File: src/rtl/cp0_pkg.sv
// Shared CP0 definitions: register numbers, field positions and exception codes.
package cp0_pkg;

   localparam logic [4:0] REG_SR    = 5'd12;
   localparam logic [4:0] REG_CAUSE = 5'd13;
   localparam logic [4:0] REG_EPC   = 5'd14;
   localparam logic [4:0] REG_PRID  = 5'd15;

   localparam int SR_IE        = 0;
   localparam int SR_EXL       = 1;
   localparam int SR_IM_LO     = 10;
   localparam int SR_IM_HI     = 15;
   localparam int CAUSE_EXC_LO = 2;
   localparam int CAUSE_EXC_HI = 6;
   localparam int CAUSE_IP_LO  = 10;
   localparam int CAUSE_IP_HI  = 15;
   localparam int CAUSE_BD     = 31;

   localparam logic [4:0] EXC_INT  = 5'd0;
   localparam logic [4:0] EXC_ADEL = 5'd4;
   localparam logic [4:0] EXC_ADES = 5'd5;
   localparam logic [4:0] EXC_RI   = 5'd10;
   localparam logic [4:0] EXC_OV   = 5'd12;

   typedef struct packed {
      logic [5:0] im;
      logic       exl;
      logic       ie;
   } sr_t;

endpackage

File: src/rtl/cp0_req_gen.sv
// Combinational exception/interrupt request logic; interrupts outrank synchronous exceptions.
module cp0_req_gen
   import cp0_pkg::*;
(
   input  logic       enable,
   input  logic [5:0] hw_int,
   input  logic [5:0] im,
   input  logic       ie,
   input  logic       exl,
   input  logic [4:0] exc_code_in,
   output logic       int_req,
   output logic       exc_req,
   output logic       req,
   output logic [4:0] exc_code
);

   // enable is the deasserted reset, so req drops the instant reset asserts
   assign int_req  = enable & (|(hw_int & im)) & ie & ~exl;
   assign exc_req  = enable & (exc_code_in != EXC_INT) & ~exl;
   assign req      = int_req | exc_req;
   assign exc_code = int_req ? EXC_INT : exc_code_in;

endmodule

File: src/rtl/cp0.sv
// Coprocessor 0: SR, Cause, EPC and PRId with precise exception entry and eret.
module cp0
   import cp0_pkg::*;
#(
   parameter logic [31:0] PRID_VAL   = 32'h2022_0007,
   parameter logic [31:0] HANDLER_PC = 32'h0000_4180
) (
   input  logic        clk,
   input  logic        reset,
   input  logic [4:0]  A1,
   input  logic [4:0]  A2,
   input  logic [31:0] DIn,
   input  logic        WE,
   input  logic [31:0] VPC,
   input  logic        BDIn,
   input  logic [4:0]  ExcCodeIn,
   input  logic [5:0]  HWInt,
   input  logic        EXLClr,
   output logic [31:0] DOut,
   output logic [31:0] EPCOut,
   output logic        Req,
   output logic [31:0] handler_pc
);

   sr_t         sr;
   logic        cause_bd;
   logic [5:0]  cause_ip;
   logic [4:0]  cause_exc;
   logic [31:0] epc;

   logic        int_req;
   logic        exc_req;
   logic [4:0]  exc_code;
   logic [31:0] sr_word;
   logic [31:0] cause_word;
   logic [31:0] victim_pc;

   cp0_req_gen u_req_gen (
      .enable      (reset),
      .hw_int      (HWInt),
      .im          (sr.im),
      .ie          (sr.ie),
      .exl         (sr.exl),
      .exc_code_in (ExcCodeIn),
      .int_req     (int_req),
      .exc_req     (exc_req),
      .req         (Req),
      .exc_code    (exc_code)
   );

   assign sr_word    = {16'b0, sr.im, 8'b0, sr.exl, sr.ie};
   assign cause_word = {cause_bd, 15'b0, cause_ip, 3'b0, cause_exc, 2'b0};
   // a delay-slot victim restarts at its branch so the branch re-executes
   assign victim_pc  = (VPC & 32'hFFFF_FFFC) - (BDIn ? 32'd4 : 32'd0);

   always_ff @(posedge clk or negedge reset) begin
      if (!reset) begin
         sr        <= '0;
         cause_bd  <= 1'b0;
         cause_ip  <= 6'b0;
         cause_exc <= 5'b0;
         epc       <= 32'b0;
      end else begin
         cause_ip <= HWInt;
         if (Req) begin
            cause_exc <= exc_code;
            cause_bd  <= BDIn;
            epc       <= victim_pc;
            sr.exl    <= 1'b1;
         end else begin
            if (EXLClr)
               sr.exl <= 1'b0;
            // an SR write in the same cycle as eret overrides the clear
            if (WE) begin
               case (A2)
                  REG_SR:  sr  <= '{im: DIn[SR_IM_HI:SR_IM_LO], exl: DIn[SR_EXL], ie: DIn[SR_IE]};
                  REG_EPC: epc <= DIn & 32'hFFFF_FFFC;
                  default: ;
               endcase
            end
         end
      end
   end

   always_comb begin
      DOut = 32'b0;
      case (A1)
         REG_SR:    DOut = sr_word;
         REG_CAUSE: DOut = cause_word;
         REG_EPC:   DOut = epc;
         REG_PRID:  DOut = PRID_VAL;
         default:   DOut = 32'b0;
      endcase
   end

   assign EPCOut     = epc;
   assign handler_pc = HANDLER_PC;

endmodule

File: config.mk
export PLATFORM = sky130hd
export DESIGN_NAME = cp0
export DESIGN_NICKNAME = d
export VERILOG_FILES = /design/src/rtl/cp0_pkg.sv /design/src/rtl/cp0_req_gen.sv /design/src/rtl/cp0.sv
export SDC_FILE = /design/constraint.sdc
export NUM_CORES = 1
export LEC_CHECK = 0
export CAP_MARGIN = 20
export CORE_MARGIN = 4
export CORE_UTILIZATION = 40
export DETAILED_ROUTE_END_ITERATION = 10
export PLACE_DENSITY = 0.92
export RECOVER_POWER = 100
export SLEW_MARGIN = 0
export SYNTH_ARGS = -nofsm -noshare
export SYNTH_HDL_FRONTEND = slang
export SYNTH_HIERARCHICAL = 1
export SYNTH_SLANG_ARGS = --single-unit
File: constraint.sdc
create_clock -name clk -period 2.58 [get_ports clk]
set_clock_uncertainty 0.05 [all_clocks]
set_input_delay 0.516 -clock clk [delete_from_list [all_inputs] [get_ports clk]]
set_output_delay 0.516 -clock clk [all_outputs]
set_load 0.02 [all_outputs]
==> results.cfg <==
[synth]
syn_avg_cell_area_um2 = 8.91
synth_area_um2 = 3600
ys_warn_count = 6
syn_inst = 404

[place]
hpwl_um = 9850
dpl_cell_area_um2 = 5410
io_buffers = 150
dp.cells = 686
gp_congestion = 0.922

[finish]
nets = 681
post-route-util_pct = 63.6
drive_gt1_share_pct = 19.7
syn_to_final_growth_pct = 54.0
final_area_um2 = 5540
instances_no_fill = 698
multi_input_comb_area_um2 = 2120
antennaDiodeCount = 0
ff_latch_area_um2 = 1250
n_fill_cell = 737

[worst_setup_path]
cp_top_family = buffers and inverters
worstSetupStartpointType = input port
end_kind = output port
cp.depth = 5
crit_start = HWInt[4]
cp_slowest_stage_delay_ns = 0.56
reg2reg_to = sr[5]$_DFFE_PN0P_
crit_chain = dlygate4sd3_1 -> a22oi_1 -> a311oi_4 -> o21bai_4 -> clkdlybuf4s15_2
r2r_slack_ns = 0.46
r2r-start = sr[4]$_DFFE_PN0P_
cpMaxStageDelayCell = dlygate4sd3_1
crit_required_ns = 2.01
worstSetupPathType = input port to output port
cp_data_arrival_time_ns = 2.01
endpoint = Req
crit_fanout = 2
rr_worst_depth = 7
cp_num_buf_inv = 2

[sta]
hold_viol_final = 0
drv_slew = 0
setup_viol = 0
period_minus_slack_ns = 2.58
finalSetupTns_ns = 0
whs_ns = 0.468
maxSlewHeadroom_pct = 17.6
max_slew.worst_pin.slew_ns = 1.24
max_freq_mhz = 388
finalCritPeriodShare_pct = 99.8

[route]
vias = 3878
drtAntennaViolNets = 0
dr.first_iter.drc_count = 175
firstDrtPassIters = 4
wl_um = 12700
drc_errors = 0
vias_per_cell = 5.56
wire_per_inst_um = 18.2

[grt]
grt_max_degree = 51
antenna_found_initial = 0
grt_pass1_wl_um = 19700
first_global_vias = 3982
grt_use_total_pct = 23.5
overflow = 0

[floorplan]
num_rows = 34
boundaryPins = 187
die_y_um = 103
die_area_um2 = 10600
design.core.area_um2 = 8720
die_w_um = 103
start_util_pct = 41.3

[clocking]
cts_tree = built
clockRootBuffer = clkbuf_8
cts_buffer_depth = 2
cts_buffers = 5
clock_latency_ns = 0.30
cts.sinks = 50
clkTransAtPathRegs_ns = 0.09
cts_hold_buf = 0
ctsHtreeMaxLevel = 2

[power]
power_leakage_nw = 2.31
worst_ir_drop_vdd_mv = 0.236
power_density_nw_per_um2 = 496

[outcome]
status = complete, no violations

[flow_run]
cap_violations = 0

[hold_path]
min_path_type = flop to flop
## cells in the final DEF (no fill, tap or decap), types with 10 or more instances in the layout
cell,count
a31oi_1,17
and2_1,13
a21oi_1,20
buf_4,44
conb_1,34
dlygate4sd3_1,34
or4_1,14
clkbuf_2,10
and3_1,28
nand2_1,12
dfrtp_1,50
a211oi_1,28
mux2_2,13
clkdlybuf4s50_1,79
nor2_1,32
clkdlybuf4s15_2,16
## through the flow
stage	power [W]	setup WS, ns
after detailed placement	0.00225	-0.447
after floorplan	0.00166	0.145
after global routing	0.00290	-0.00252
after global placement	0.00221	-0.349
final	0.00275	0.00392
after CTS	0.00281	-0.00470
## timing repair
| item | 4_1_cts | 5_1_grt |
|---|---|---|
| resized for setup | 74 | 26 |
| endpoints found under the setup margin | 39 | 31 |
| cloned | 1 | 1 |
| buffers inserted | 2 | 0 |
| pin swaps | 9 | 0 |
## flip-flops by register name (all words and copies together), names as in the netlist
name and count:
EPCOut 30, cause_bd 1, cause_exc 5, cause_ip 6, sr 8
## per-layer routing
| metal | up-vias | part of all wire, % | GRT usage, % |
|---|---|---|---|
| met2 | 193 | 53 | 42.7 |
| met3 | 21 | 8.8 | 4.47 |
| met5 | - | 0 | 0 |
| met1 | 1855 | 37 | 28.0 |
| met4 | 0 | 1.7 | 7.57 |
| li1 | 1809 | - | - |
## power by group
| group | internal [W] | leakage (nW) | switching, W | total [W] |
|---|---|---|---|---|
| Sequential | 0.000956 | 0.576 | 0.000150 | 0.00111 |
| Clock | 0.000289 | 0.0504 | 0.000274 | 0.000563 |
| Combinational | 0.000523 | 1.69 | 0.000556 | 0.00108 |
## layout make-up
type                            instances  share of cell area (%)
Multi-Input combinational cell        320                    38.2
Timing Repair Buffer                  208                    34.4
Sequential cell                        50                    22.6
Tap cell                              108                    2.44
Clock buffer                            5                    1.24
Clock inverter                          3                   0.813
Inverter                                4                   0.271
## worst min-delay path by stage
stage / start / end / slack (ns) / cells past startpoint
finish: cause_exc[1]$_DFFE_PN0P_ / cause_exc[1]$_DFFE_PN0P_ / 0.47 / 1
global route: cause_exc[2]$_DFFE_PN0P_ / cause_exc[2]$_DFFE_PN0P_ / 0.49 / 1
CTS: reset / cause_ip[0]$_DFF_PN0_ / 0.35 / 2
detailed placement: cause_exc[1]$_DFFE_PN0P_ / cause_exc[1]$_DFFE_PN0P_ / 0.45 / 1
global placement: cause_exc[0]$_DFFE_PN0P_ / cause_exc[0]$_DFFE_PN0P_ / 0.44 / 1
floorplan: reset / EPCOut[10]$_DFFE_PN0P_ / 0.17 / 0
No activity file was read; power rests on OpenSTA's default activity.
